<file path="config.mk">
export PLATFORM = sky130hd
export DESIGN_NAME = control_flat
export DESIGN_NICKNAME = d
export VERILOG_FILES = /design/src/rtl/lc3b_types.sv /design/src/rtl/control_if.sv /design/src/rtl/control.sv /design/src/flat_wrapper.sv
export SDC_FILE = /design/constraint.sdc
export NUM_CORES = 1
export LEC_CHECK = 0
export BUFFER_PORTS_ARGS = -buffer_cell sky130_fd_sc_hd__buf_2
export CAP_MARGIN = 10
export CORE_ASPECT_RATIO = 1.75
export CORE_UTILIZATION = 30
export CTS_CLUSTER_SIZE = 14
export DETAILED_ROUTE_END_ITERATION = 12
export PLACE_DENSITY_LB_ADDON = 0.1
export SLEW_MARGIN = 10
export SYNTH_ARGS = -nofsm -noshare
export SYNTH_HDL_FRONTEND = slang
export SYNTH_SLANG_ARGS = --single-unit
export TNS_END_PERCENT = 20
</file>
<file path="constraint.sdc">
create_clock -name clk -period 2.35 [get_ports clk]
set_input_delay 0.235 -clock clk [delete_from_list [all_inputs] [get_ports clk]]
set_output_delay 0.235 -clock clk [all_outputs]
set_load 0.01 [all_outputs]
</file>
<file path="src/rtl/lc3b_types.sv">
`default_nettype none
// ============================================================================
//  Module      : lc3b_types (package)
//  Description : Shared LC-3b encodings: opcode and ALU-operation enums plus
//                the select encodings of every datapath mux steered by the
//                control FSM.
//  Ports       : none (package)
//  Revision    : 1.0 - initial release
// ============================================================================
package lc3b_types;

    // Opcode field IR[15:12], ISA encoding.
    typedef enum logic [3:0] {
        op_br   = 4'b0000,
        op_add  = 4'b0001,
        op_ldb  = 4'b0010,
        op_stb  = 4'b0011,
        op_jsr  = 4'b0100,
        op_and  = 4'b0101,
        op_ldr  = 4'b0110,
        op_str  = 4'b0111,
        op_rti  = 4'b1000,
        op_not  = 4'b1001,
        op_ldi  = 4'b1010,
        op_sti  = 4'b1011,
        op_jmp  = 4'b1100,
        op_shf  = 4'b1101,
        op_lea  = 4'b1110,
        op_trap = 4'b1111
    } lc3b_opcode;

    // ALU operations; alu_pass forwards operand A unchanged.
    typedef enum logic [2:0] {
        alu_add  = 3'd0,
        alu_and  = 3'd1,
        alu_not  = 3'd2,
        alu_pass = 3'd3,
        alu_sll  = 3'd4,
        alu_srl  = 3'd5,
        alu_sra  = 3'd6
    } lc3b_aluop;

    // PC input mux
    localparam logic [1:0] PCMUX_PC_PLUS2     = 2'd0;
    localparam logic [1:0] PCMUX_BR_ADD       = 2'd1;
    localparam logic [1:0] PCMUX_SR1          = 2'd2;
    // Register-file SR1 address mux
    localparam logic       STOREMUX_SR1       = 1'b0;
    localparam logic       STOREMUX_DEST      = 1'b1;
    // ALU operand B mux
    localparam logic [1:0] ALUMUX_SR2         = 2'd0;
    localparam logic [1:0] ALUMUX_ADJ6        = 2'd1;
    localparam logic [1:0] ALUMUX_SEXT5       = 2'd2;
    // Register-file write-data mux
    localparam logic [1:0] REGFILEMUX_ALU     = 2'd0;
    localparam logic [1:0] REGFILEMUX_MDR     = 2'd1;
    localparam logic [1:0] REGFILEMUX_BR_ADD  = 2'd2;
    // MAR input mux
    localparam logic       MARMUX_ALU         = 1'b0;
    localparam logic       MARMUX_PC          = 1'b1;
    // MDR input mux
    localparam logic       MDRMUX_ALU         = 1'b0;
    localparam logic       MDRMUX_MEM         = 1'b1;
    // Only whole-word accesses are issued.
    localparam logic [1:0] MEM_BYTE_EN_WORD   = 2'b11;

endpackage : lc3b_types
`default_nettype wire

</file>
<file path="src/rtl/control_if.sv">
`default_nettype none
// ============================================================================
//  Module      : control_if
//  Description : Bundle between the control FSM and the datapath/memory.
//                master : the control FSM (drives loads, selects, requests)
//                slave  : datapath + memory side (drives IR fields, mem_resp)
//  Signals     : opcode, imm5_enable, branch_enable, mem_resp (to control);
//                load_*, *mux_sel, aluop, mem_read, mem_write,
//                mem_byte_enable, instr_count (from control)
//  Revision    : 1.0 - initial release
// ============================================================================
interface control_if #(
    parameter int CNT_WIDTH = 16
) ();
    import lc3b_types::*;

    lc3b_opcode             opcode;
    logic                   imm5_enable;
    logic                   branch_enable;
    logic                   mem_resp;

    logic                   load_pc;
    logic                   load_ir;
    logic                   load_regfile;
    logic                   load_mar;
    logic                   load_mdr;
    logic                   load_cc;
    logic [1:0]             pcmux_sel;
    logic                   storemux_sel;
    logic [1:0]             alumux_sel;
    logic [1:0]             regfilemux_sel;
    logic                   marmux_sel;
    logic                   mdrmux_sel;
    lc3b_aluop              aluop;
    logic                   mem_read;
    logic                   mem_write;
    logic [1:0]             mem_byte_enable;
    logic [CNT_WIDTH-1:0]   instr_count;

    modport master (
        input  opcode, imm5_enable, branch_enable, mem_resp,
        output load_pc, load_ir, load_regfile, load_mar, load_mdr, load_cc,
               pcmux_sel, storemux_sel, alumux_sel, regfilemux_sel,
               marmux_sel, mdrmux_sel, aluop, mem_read, mem_write,
               mem_byte_enable, instr_count
    );

    modport slave (
        output opcode, imm5_enable, branch_enable, mem_resp,
        input  load_pc, load_ir, load_regfile, load_mar, load_mdr, load_cc,
               pcmux_sel, storemux_sel, alumux_sel, regfilemux_sel,
               marmux_sel, mdrmux_sel, aluop, mem_read, mem_write,
               mem_byte_enable, instr_count
    );

endinterface : control_if
`default_nettype wire

</file>
<file path="src/rtl/control.sv">
`default_nettype none
// ============================================================================
//  Module      : control
//  Description : Multicycle LC-3b control FSM. Sequences fetch/decode/execute
//                for ADD, AND, NOT, BR, JMP, LDR, STR, LEA; other opcodes
//                retire as NOPs. Outputs are decoded combinationally from the
//                state (and IR fields); instr_count counts retirements.
//  Ports       : clk   - system clock, rising edge
//                reset - asynchronous, active-high
//                bus   - control_if.master (datapath controls + memory handshake)
//  Revision    : 1.0 - initial release
// ============================================================================
module control
    import lc3b_types::*;
#(
    parameter int CNT_WIDTH = 16
) (
    input  logic      clk,
    input  logic      reset,
    control_if.master bus
);

    typedef enum logic [4:0] {
        S_FETCH1   = 5'd0,
        S_FETCH2   = 5'd1,
        S_FETCH3   = 5'd2,
        S_DECODE   = 5'd3,
        S_ADD      = 5'd4,
        S_AND      = 5'd5,
        S_NOT      = 5'd6,
        S_BR       = 5'd7,
        S_BR_TAKEN = 5'd8,
        S_JMP      = 5'd9,
        S_LEA      = 5'd10,
        S_LDR1     = 5'd11,
        S_LDR2     = 5'd12,
        S_LDR3     = 5'd13,
        S_STR1     = 5'd14,
        S_STR2     = 5'd15,
        S_STR3     = 5'd16
    } state_t;

    state_t               r_state;
    state_t               w_next_state;
    logic                 w_retire;       // leaving the final state of an instruction
    logic [CNT_WIDTH-1:0] r_instr_count;

    // ------------------------------------------------------------------
    // Next state and retirement
    // ------------------------------------------------------------------
    always_comb begin
        w_next_state = r_state;
        w_retire     = 1'b0;
        unique case (r_state)
            S_FETCH1: w_next_state = S_FETCH2;
            S_FETCH2: if (bus.mem_resp) w_next_state = S_FETCH3;
            S_FETCH3: w_next_state = S_DECODE;
            S_DECODE: begin
                unique case (bus.opcode)
                    op_add:  w_next_state = S_ADD;
                    op_and:  w_next_state = S_AND;
                    op_not:  w_next_state = S_NOT;
                    op_br:   w_next_state = S_BR;
                    op_jmp:  w_next_state = S_JMP;
                    op_ldr:  w_next_state = S_LDR1;
                    op_str:  w_next_state = S_STR1;
                    op_lea:  w_next_state = S_LEA;
                    default: begin
                        // Unsupported opcode: retire straight from decode.
                        w_next_state = S_FETCH1;
                        w_retire     = 1'b1;
                    end
                endcase
            end
            S_BR: begin
                if (bus.branch_enable) begin
                    w_next_state = S_BR_TAKEN;
                end else begin
                    w_next_state = S_FETCH1;
                    w_retire     = 1'b1;
                end
            end
            S_LDR1: w_next_state = S_LDR2;
            S_LDR2: if (bus.mem_resp) w_next_state = S_LDR3;
            S_STR1: w_next_state = S_STR2;
            S_STR2: w_next_state = S_STR3;
            S_STR3: begin
                if (bus.mem_resp) begin
                    w_next_state = S_FETCH1;
                    w_retire     = 1'b1;
                end
            end
            S_ADD, S_AND, S_NOT, S_BR_TAKEN, S_JMP, S_LEA, S_LDR3: begin
                w_next_state = S_FETCH1;
                w_retire     = 1'b1;
            end
            default: w_next_state = S_FETCH1;
        endcase
    end

    // ------------------------------------------------------------------
    // State register and retired-instruction counter (wraps naturally)
    // ------------------------------------------------------------------
    always_ff @(posedge clk or posedge reset) begin
        if (reset) begin
            r_state       <= S_FETCH1;
            r_instr_count <= '0;
        end else begin
            r_state <= w_next_state;
            if (w_retire) begin
                r_instr_count <= r_instr_count + CNT_WIDTH'(1);
            end
        end
    end

    // ------------------------------------------------------------------
    // Output decode
    // ------------------------------------------------------------------
    always_comb begin
        bus.load_pc        = 1'b0;
        bus.load_ir        = 1'b0;
        bus.load_regfile   = 1'b0;
        bus.load_mar       = 1'b0;
        bus.load_mdr       = 1'b0;
        bus.load_cc        = 1'b0;
        bus.pcmux_sel      = PCMUX_PC_PLUS2;
        bus.storemux_sel   = STOREMUX_SR1;
        bus.alumux_sel     = ALUMUX_SR2;
        bus.regfilemux_sel = REGFILEMUX_ALU;
        bus.marmux_sel     = MARMUX_ALU;
        bus.mdrmux_sel     = MDRMUX_ALU;
        bus.aluop          = alu_add;
        bus.mem_read       = 1'b0;
        bus.mem_write      = 1'b0;

        unique case (r_state)
            S_FETCH1: begin
                bus.marmux_sel = MARMUX_PC;
                bus.load_mar   = 1'b1;
                bus.pcmux_sel  = PCMUX_PC_PLUS2;
                bus.load_pc    = 1'b1;
            end
            // load_mdr every wait cycle so MDR ends up holding the responding data
            S_FETCH2, S_LDR2: begin
                bus.mem_read   = 1'b1;
                bus.mdrmux_sel = MDRMUX_MEM;
                bus.load_mdr   = 1'b1;
            end
            S_FETCH3: bus.load_ir = 1'b1;
            S_ADD, S_AND: begin
                bus.alumux_sel     = bus.imm5_enable ? ALUMUX_SEXT5 : ALUMUX_SR2;
                bus.aluop          = (r_state == S_AND) ? alu_and : alu_add;
                bus.regfilemux_sel = REGFILEMUX_ALU;
                bus.load_regfile   = 1'b1;
                bus.load_cc        = 1'b1;
            end
            S_NOT: begin
                bus.aluop        = alu_not;
                bus.load_regfile = 1'b1;
                bus.load_cc      = 1'b1;
            end
            S_BR_TAKEN: begin
                bus.pcmux_sel = PCMUX_BR_ADD;
                bus.load_pc   = 1'b1;
            end
            S_JMP: begin
                bus.pcmux_sel = PCMUX_SR1;
                bus.load_pc   = 1'b1;
            end
            S_LEA: begin
                bus.regfilemux_sel = REGFILEMUX_BR_ADD;
                bus.load_regfile   = 1'b1;
                bus.load_cc        = 1'b1;
            end
            // Address = base + adj6 for both loads and stores
            S_LDR1, S_STR1: begin
                bus.alumux_sel = ALUMUX_ADJ6;
                bus.aluop      = alu_add;
                bus.marmux_sel = MARMUX_ALU;
                bus.load_mar   = 1'b1;
            end
            S_LDR3: begin
                bus.regfilemux_sel = REGFILEMUX_MDR;
                bus.load_regfile   = 1'b1;
                bus.load_cc        = 1'b1;
            end
            // Store data: SR1 port reads the DEST field and passes through the ALU
            S_STR2: begin
                bus.storemux_sel = STOREMUX_DEST;
                bus.aluop        = alu_pass;
                bus.mdrmux_sel   = MDRMUX_ALU;
                bus.load_mdr     = 1'b1;
            end
            S_STR3: begin
                bus.storemux_sel = STOREMUX_DEST;
                bus.mem_write    = 1'b1;
            end
            default: ;
        endcase

        // Reset parks the FSM in FETCH1; its loads must not fire until release.
        if (reset) begin
            bus.load_pc      = 1'b0;
            bus.load_ir      = 1'b0;
            bus.load_regfile = 1'b0;
            bus.load_mar     = 1'b0;
            bus.load_mdr     = 1'b0;
            bus.load_cc      = 1'b0;
            bus.mem_read     = 1'b0;
            bus.mem_write    = 1'b0;
        end
    end

    assign bus.mem_byte_enable = MEM_BYTE_EN_WORD;
    assign bus.instr_count     = r_instr_count;

endmodule : control
`default_nettype wire
</file>
<file path="src/flat_wrapper.sv">
// flat-port wrapper written by rule: the top's interface ports become plain ports
module control_flat import lc3b_types::*;
#(
    parameter int CNT_WIDTH = 16
)
  (clk, reset, bus_opcode, bus_imm5_enable, bus_branch_enable, bus_mem_resp, bus_load_pc, bus_load_ir, bus_load_regfile, bus_load_mar, bus_load_mdr, bus_load_cc, bus_pcmux_sel, bus_storemux_sel, bus_alumux_sel, bus_regfilemux_sel, bus_marmux_sel, bus_mdrmux_sel, bus_aluop, bus_mem_read, bus_mem_write, bus_mem_byte_enable, bus_instr_count);
  control_if #(.CNT_WIDTH(CNT_WIDTH)) bus_i ();
  input  logic clk;
  input  logic reset;
  input wire logic [$bits(bus_i.opcode)-1:0] bus_opcode;
  input wire logic [$bits(bus_i.imm5_enable)-1:0] bus_imm5_enable;
  input wire logic [$bits(bus_i.branch_enable)-1:0] bus_branch_enable;
  input wire logic [$bits(bus_i.mem_resp)-1:0] bus_mem_resp;
  output wire logic [$bits(bus_i.load_pc)-1:0] bus_load_pc;
  output wire logic [$bits(bus_i.load_ir)-1:0] bus_load_ir;
  output wire logic [$bits(bus_i.load_regfile)-1:0] bus_load_regfile;
  output wire logic [$bits(bus_i.load_mar)-1:0] bus_load_mar;
  output wire logic [$bits(bus_i.load_mdr)-1:0] bus_load_mdr;
  output wire logic [$bits(bus_i.load_cc)-1:0] bus_load_cc;
  output wire logic [$bits(bus_i.pcmux_sel)-1:0] bus_pcmux_sel;
  output wire logic [$bits(bus_i.storemux_sel)-1:0] bus_storemux_sel;
  output wire logic [$bits(bus_i.alumux_sel)-1:0] bus_alumux_sel;
  output wire logic [$bits(bus_i.regfilemux_sel)-1:0] bus_regfilemux_sel;
  output wire logic [$bits(bus_i.marmux_sel)-1:0] bus_marmux_sel;
  output wire logic [$bits(bus_i.mdrmux_sel)-1:0] bus_mdrmux_sel;
  output wire logic [$bits(bus_i.aluop)-1:0] bus_aluop;
  output wire logic [$bits(bus_i.mem_read)-1:0] bus_mem_read;
  output wire logic [$bits(bus_i.mem_write)-1:0] bus_mem_write;
  output wire logic [$bits(bus_i.mem_byte_enable)-1:0] bus_mem_byte_enable;
  output wire logic [$bits(bus_i.instr_count)-1:0] bus_instr_count;
  assign bus_i.opcode = bus_opcode;
  assign bus_i.imm5_enable = bus_imm5_enable;
  assign bus_i.branch_enable = bus_branch_enable;
  assign bus_i.mem_resp = bus_mem_resp;
  assign bus_load_pc = bus_i.load_pc;
  assign bus_load_ir = bus_i.load_ir;
  assign bus_load_regfile = bus_i.load_regfile;
  assign bus_load_mar = bus_i.load_mar;
  assign bus_load_mdr = bus_i.load_mdr;
  assign bus_load_cc = bus_i.load_cc;
  assign bus_pcmux_sel = bus_i.pcmux_sel;
  assign bus_storemux_sel = bus_i.storemux_sel;
  assign bus_alumux_sel = bus_i.alumux_sel;
  assign bus_regfilemux_sel = bus_i.regfilemux_sel;
  assign bus_marmux_sel = bus_i.marmux_sel;
  assign bus_mdrmux_sel = bus_i.mdrmux_sel;
  assign bus_aluop = bus_i.aluop;
  assign bus_mem_read = bus_i.mem_read;
  assign bus_mem_write = bus_i.mem_write;
  assign bus_mem_byte_enable = bus_i.mem_byte_enable;
  assign bus_instr_count = bus_i.instr_count;
  control #(.CNT_WIDTH(CNT_WIDTH)) u_core (.clk(clk), .reset(reset), .bus(bus_i));
endmodule
</file>
# ---- Word-level counts from Yosys, hierarchy flattened
# Cells that the tools add are included.
dict set report classes {
  addsub 1
  muxes 32
  n_eq_ne 26
  n_reduce_logical 13
}
# cell count
set op_table {}
lappend op_table {{$pmux W5 S10} 1}
lappend op_table {{$eq A5 B4 Y1 const B} 8}
lappend op_table {{$pmux W4 S8} 1}
lappend op_table {{$eq A5 B3 Y1 const B} 4}
lappend op_table {{$mux W1} 20}
lappend op_table {{$add A16 B1 Y16 const B} 1}
lappend op_table {{$mux W5} 3}
lappend op_table {{$eq A4 B3 Y1 const B} 3}
lappend op_table {{$eq A4 B4 Y1 const B} 3}
lappend op_table {{$pmux W2 S2} 3}
lappend op_table {{$eq A5 B2 Y1 const B} 2}
lappend op_table {{$pmux W3 S3} 1}
lappend op_table {{$reduce_or A3 Y1} 3}
lappend op_table {{$reduce_or A2 Y1} 4}
lappend op_table {{$reduce_or A8 Y1} 1}
lappend op_table {{$reduce_or A7 Y1} 1}
lappend op_table {{$ne A2 B2 Y1 const B} 3}
lappend op_table {{$eq A5 B1 Y1 const B} 1}
lappend op_table {{$eq A5 B5 Y1 const B} 1}
lappend op_table {{$logic_not A5 Y1} 1}
lappend op_table {{$reduce_or A5 Y1} 1}
lappend op_table {{$eq A4 B1 Y1 const B} 1}
lappend op_table {{$logic_not A4 Y1} 1}
lappend op_table {{$mux W4} 1}
lappend op_table {{other kinds (3)} 3}
dict set report word_totals {
  output_inout_bits 38
  ff_bits 21
}

# ---- Depth between registers and ports, before layout
# Gate-level depths: netlist of run 1.
dict set report logic_depth {
  depth_word 4
  mapped_depth 8
  ltp_nobuf 6
}

# ---- Least setup slack after synthesis of run 1
# No wires, ideal clock.
dict set report synth_timing {
  path_type {register to register}
  startpoint {register u_core.r_state[2]}
  endpoint {register u_core.r_instr_count[3] (netlist: u_core.bus.instr_count[3])}
  t_required_ns 2.224
  stages_incl_launch_ff 8
  path_slack_ns 0.550
  path_buffers 2
  arrival_ns 1.675
  cell_sequence {dfrtp_1 > or2_1 > clkbuf_1 > a2111oi_4 > or3_1 > buf_4 > nand4_1 > xnor2_1}
}
dict set report synth_via {
  elab_chain_cells 3
  word_cells_on_any_way 12
  classes_between {eq/ne: 10; mux: 1; reduce/logical: 1}
}
# item line_no
set synth_lines {}
lappend synth_lines {{start, declared} control.sv:43} ;# state_t r_state;
lappend synth_lines {{start signal, assigned} control.sv:109} ;# r_state <= w_next_state;
lappend synth_lines {{$eq A5 B4 Y1 or $eq A5 B3 Y1 (tied branches)} control.sv:54} ;# unique case (r_state)
lappend synth_lines {{$reduce_or A7 Y1} control.sv:54}
lappend synth_lines {{$pmux W1 S4 *} control.sv:54}
lappend synth_lines {{end signal, assigned} control.sv:111} ;# r_instr_count <= r_instr_count + CNT_WIDTH'(1);
lappend synth_lines {{end, declared} control.sv:46} ;# logic [CNT_WIDTH-1:0] r_instr_count;
# Every way passes the cells marked *; elsewhere a longest branch is shown, timed or not.
# A chain may end at the register's enable or synchronous reset.

# ---- Worst setup path in the final report of run 1
dict set report layout_timing {
  startpoint {register u_core.r_state[3]}
  endpoint {output port bus_load_mar}
}
dict set report layout_via {
  elab_chain_cells 4
  word_cells_on_any_way 6
  classes_between {eq/ne: 2; mux: 2; reduce/logical: 2}
}
# item line_no
set layout_lines {}
lappend layout_lines {{$eq A5 B4 Y1 or $logic_not A5 Y1 (tied branches)} control.sv:136} ;# unique case (r_state)
lappend layout_lines {{$reduce_or A3 Y1 (no source line) *} --}
lappend layout_lines {{$mux W1 *} control.sv:136}
lappend layout_lines {{$mux W1 *} control.sv:202} ;# if (reset) begin
lappend layout_lines {{end, declared} flat_wrapper.sv:17} ;# output wire logic [$bits(bus_i.load_mar)-1:0] bus_load_mar;
# Marked as above.

==> impl_metrics.toml, run 1 <==
[global_routing]
overflow = 0
grt_pass1_wl_um = 6750
grt_max_degree = 22
grt_pass1_vias = 1421
grt_usage = 0.156
antenna_found_initial = 0

[yosys]
synth-xor-area-share = 0.103
synth-main-ff-cell = "dfrtp_1"
yosys_register_bits = 21
synth_common_cells = "nand2_1, dfrtp_1, xnor2_1"
synth_most_common_cell = "nand2_1"
synth_area_leaders = "dfrtp_1, xnor2_1, nand2_1, nor3_1, o21ai_0"
async_flop_share = 1.00
synthAdderAreaFrac = 0.00814
syn_avg_cell_area_um2 = 8.50
synth_top_family_by_area = "simple AND/OR/NAND/NOR gates"
synth_edf_count = 0
seq_area_frac_synth = 0.342
syn-cell-area_um2 = 1540
yosys.area_share.simple = 0.317
synthMuxAreaShare = 0
yosysTopAreaCell = "dfrtp_1"
syn_inst = 181
synth_warnings = 0
synth_cell_types = 42
synth_compound_area_frac = 0.151
synth_top_area_frac = 0.342

[power_and_ir_drop]
clockPowerShare = 0.145
seq_power_share = 0.337
p_sw_uw = 736
pwr-share-comb = 0.517
ir_worst_vdd_uv = 399
intPower_uw = 903
switching_share = 0.449
finalPower_mw = 1.64
p_leak_nw = 0.851
powerDensity_nw_per_um2 = 893

[clocking]
cts_resized = 0
cts_buffer_depth = 2
ctsHoldBuffers = 0
insertion_delay_ps = 260
cts_htree_levels = 1
numCtsBuffers = 3
clock_sinks = 21
cts_tree = "yes"
clk_pin_slew_ps = 80
clockRootBuffer = "clkbuf_8"
post-cts-setup-buffer-count = 0

[sta]
hold_ws_ps = 136
skew_ps = 6.84
post-route-min-period_ps = 2110
hold_viol = 0
finalSetupViolCount = 0
final_max_slew_viol_count = 0
fin_crit_sh = 0.898
max_freq_mhz = 474
grt_setup_unrepaired = "no"
setup_tns_ps = 0

[detailed_routing]
first_pass_iters = 4
wl_met3_um = 164
top_layer = "met4"
drtIter0Drc = 59
via_per_inst = 5.39
vias = 1494
drc_errors = 0
ant_nets = 0
routed-wl-met2_um = 2290
wirelength_met1_um = 1570
routed_wl_um = 4090
routedWlPerCell_um = 14.8

[final_layout]
fin_area_um2 = 1840
area_delta_synth_final_pct = 19.4
nets = 234
multi_input_area_um2 = 901
fill_cells = 534
fin_util = 0.372
drive_gt1_frac = 0.300
layout.area.seq_um2 = 527
antennaDiodeCount = 0

[placed_design]
place_congestion = 0.816
io_buffers = 43
place_area_um2 = 1790
hpwl_um = 3190

[floorplanning]
pin_count = 47
core_um2 = 4930
die_w_um = 56.1
rows = 34
start_util = 0.312
die_h_um = 96.7
dieArea_um2 = 5430

[hold_path]
hold_class = "in -> async"

[status]
status = "finished, final reports clean"

[setup_path]
worstSetupStartpointType = "flip-flop"
crit_fanout = 17
crit_path_end_kind = "output pin"
r2r_start = "u_core.r_state[0]"
required_ps = 2120
startpoint = "u_core.r_state[3]"
path_class = "reg -> out"
crit_arrival_ps = 1880

[flow_run]
drv_cap = 0
==> flip-flops by register name (all words and copies together) (netlist names) <==
register,cells
u_core.bus.instr_count,16
u_core.r_state,5
==> critical path: stages, from the launching register on <==
cell and delay, ps:
dfrtp_2 520, or2_1 300, buf_4 180, o21ai_0 220
a21oi_1 110, nor3_1 130, buf_2 150
==> metal layers <==
layer  GRT usage  up-vias
met5           0        -
met3      0.0187        6
li1            -      723
met1       0.161      716
met4      0.0657        0
met2       0.302       49
==> logic make-up (layout without fill, tap and decap cells) <==
family	count (synthesis)	after routing
compound gates	33	33
xor+xnor	18	18
fa+ha+maj	1	1
buf+inv	18	59
flops	21	21
other cells	2	3
simple gates	88	88
==> final cells by class <==
class                   instances  area share
clock buffers                   3      0.0225
clock inverters                 1     0.00273
inverters                       3     0.00613
multi-input cells             143       0.491
flip-flops and latches         21       0.287
well taps                      54      0.0368
repair buffers                 52       0.154
==> cells in the final DEF, fill, tap and decap left out, drive strengths merged, types with 3 or more instances in the layout <==
cell type | Yosys | layout
nor2 | 10 | 10
a21oi | 7 | 7
nand3 | 7 | 7
nand2b | 6 | 6
nand4 | 5 | 5
nor4 | 6 | 6
nor3 | 13 | 13
buf | 6 | 52
xor2 | 5 | 5
clkbuf | 9 | 3
dfrtp | 21 | 21
inv | 3 | 3
a31oi | 4 | 4
conb | 2 | 3
and3 | 7 | 7
nor2b | 3 | 3
xnor2 | 13 | 13
nand2 | 22 | 22
o21ai | 10 | 10
==> per-stage QoR <==
step	setup WS, ps	std cells
floorplan	550	182
global placement	306	273
detailed placement	288	273
CTS	144	277
global route	67.5	277
finish	240	277
==> final timing paths <==
check                                             endpoint  slack (ps)  cells after the start
worst min-delay path                     u_core.r_state[2]         140                      3
worst min register to register  u_core.bus.instr_count[15]         480                      1
max in group asynchronous                u_core.r_state[3]        1970                      3
worst max-delay path                          bus_load_mar         240                      6
min in group clk                         u_core.r_state[0]         240                      2
worst max register to register   u_core.bus.instr_count[6]         320                      6
==> power by group through the flow <==
stage          Clock (mW)  Combinational [mW]  Sequential (mW)
2_1_floorplan           0               0.640            0.511
3_3_place_gp            0               0.866            0.565
3_5_place_dp            0               0.849            0.558
4_1_cts             0.252               0.853            0.552
5_1_grt             0.265               0.939            0.569
6_report            0.238               0.848            0.553
Power figures use the tool's default switching activity.
==> run 2, diff against run 1 <==
--- a/config.mk
+++ b/config.mk
@@ -8,6 +8,7 @@
 export BUFFER_PORTS_ARGS = -buffer_cell sky130_fd_sc_hd__buf_2
 export CAP_MARGIN = 10
 export CORE_ASPECT_RATIO = 1.75
+export CORE_MARGIN = 2
 export CORE_UTILIZATION = 30
 export CTS_CLUSTER_SIZE = 14
 export DETAILED_ROUTE_END_ITERATION = 12
==> run 2 against run 1 <==
Sequential share of layout area is 0.089 points higher. Die area is 5.7% higher. Global-route usage is 0.40 points lower. Worst hold slack better by 8.3 ps. Sequential power is 4.3% lower. Wire length is 1.6% higher. Setup slack worse by 61 ps.
==> impl_metrics.toml, run 2 (synthesized netlist as in run 1, its figures left out) <==
[global_routing]
grt_max_degree = 22
grt_usage = 0.152
grt_pass1_vias = 1408
grt_pass1_wl_um = 6810
overflow = 0
antenna_found_initial = 0

[sta]
fin_crit_sh = 0.924
grt_setup_unrepaired = "no"
setup_tns_ps = 0
skew_ps = 3.09
finalSetupViolCount = 0
final_max_slew_viol_count = 0
hold_viol = 0
max_freq_mhz = 461
post-route-min-period_ps = 2170

[placed_design]
hpwl_um = 3290
io_buffers = 43
place_congestion = 0.851

[detailed_routing]
drc_errors = 0
first_pass_iters = 5
vias = 1435
via_per_inst = 5.20
routed_wl_um = 4160
drtIter0Drc = 84
ant_nets = 0
routedWlPerCell_um = 15.1

[clocking]
insertion_delay_ps = 250
cts_resized = 0
cts_tree = "yes"
numCtsBuffers = 3
clock_sinks = 21
post-cts-setup-buffer-count = 0
cts_buffer_depth = 2
ctsHoldBuffers = 0
clk_pin_slew_ps = 70
clockRootBuffer = "clkbuf_8"
cts_htree_levels = 1

[setup_path]
required_ps = 2120
crit_path_end_kind = "output pin"
path_class = "reg -> out"
crit_arrival_ps = 1940
crit_fanout = 12
worstSetupStartpointType = "flip-flop"

[final_layout]
final_common_cell = "buf_2"
fin_util = 0.367
nets = 233
drive_gt1_frac = 0.288
area_delta_synth_final_pct = 18.7
antennaDiodeCount = 0
final_cell_mix = "buf_2, nand2_1, dfrtp_1, xnor2_1, nor3_1"
largest_reg_flops = 16

[power_and_ir_drop]
p_leak_nw = 0.844
ir_worst_vdd_uv = 401
powerDensity_nw_per_um2 = 889

[floorplanning]
rows = 34
die_h_um = 98.7
pin_count = 47
dieArea_um2 = 5740
core_um2 = 4980
die_w_um = 58.1
start_util = 0.309

[status]
status = "finished, final reports clean"

[hold_path]
hold_class = "in -> async"

[flow_run]
drv_cap = 0
## run 2: routing by layer
metal | track usage | up-vias | wire length (µm)
met5 | 0 | - | 0
met4 | 0.0787 | 0 | 135
met3 | 0.0131 | 6 | 186
met2 | 0.272 | 46 | 2200
met1 | 0.173 | 671 | 1630
li1 | - | 712 | -
## run 2: per-stage QoR
step	std cells	hold WS (ps)	worst slack [ps]	power (mW)	instance area [µm²]
global route	276	189	30.7	1.76	1830
finish	276	144	179	1.62	1830
global placement	272	432	319	1.41	1780
detailed placement	272	438	302	1.41	1780
CTS	276	154	164	1.65	1830
floorplan	182	217	550	1.15	1540
## run 2: worst paths after layout
path	start	end	slack, ps	cells past startpoint
worst max-delay path	u_core.r_state[3]	bus_mem_read	180	6
worst min-delay path	reset	u_core.r_state[1]	140	3
worst max register to register	u_core.r_state[3]	u_core.bus.instr_count[6]	300	5
worst min register to register	u_core.bus.instr_count[15]	u_core.bus.instr_count[15]	480	1
max in group asynchronous	reset	u_core.bus.instr_count[2]	1980	3
min in group clk	bus_mem_resp	u_core.r_state[4]	230	2
## run 2: critical path: stages, from the launching register on
cell	delay, ps
dfrtp_1	490
buf_4	210
nor2_1	280
nand2_1	120
a211oi_1	300
and2_1	170
buf_2	120
## run 2: layout make-up
class,instances,area (µm²)
sequential,21,526
multi-input combinational,143,901
fill,536,3150
clock buffer,4,45.0
timing repair buffer,51,275
inverter,3,11.3
tap,54,67.6
## run 2: where the power goes
part | total, mW | leakage (nW) | switching (mW) | internal (mW)
clock network | 0.231 | 0.0228 | 0.111 | 0.120
registers | 0.529 | 0.266 | 0.104 | 0.425
logic | 0.863 | 0.555 | 0.514 | 0.349
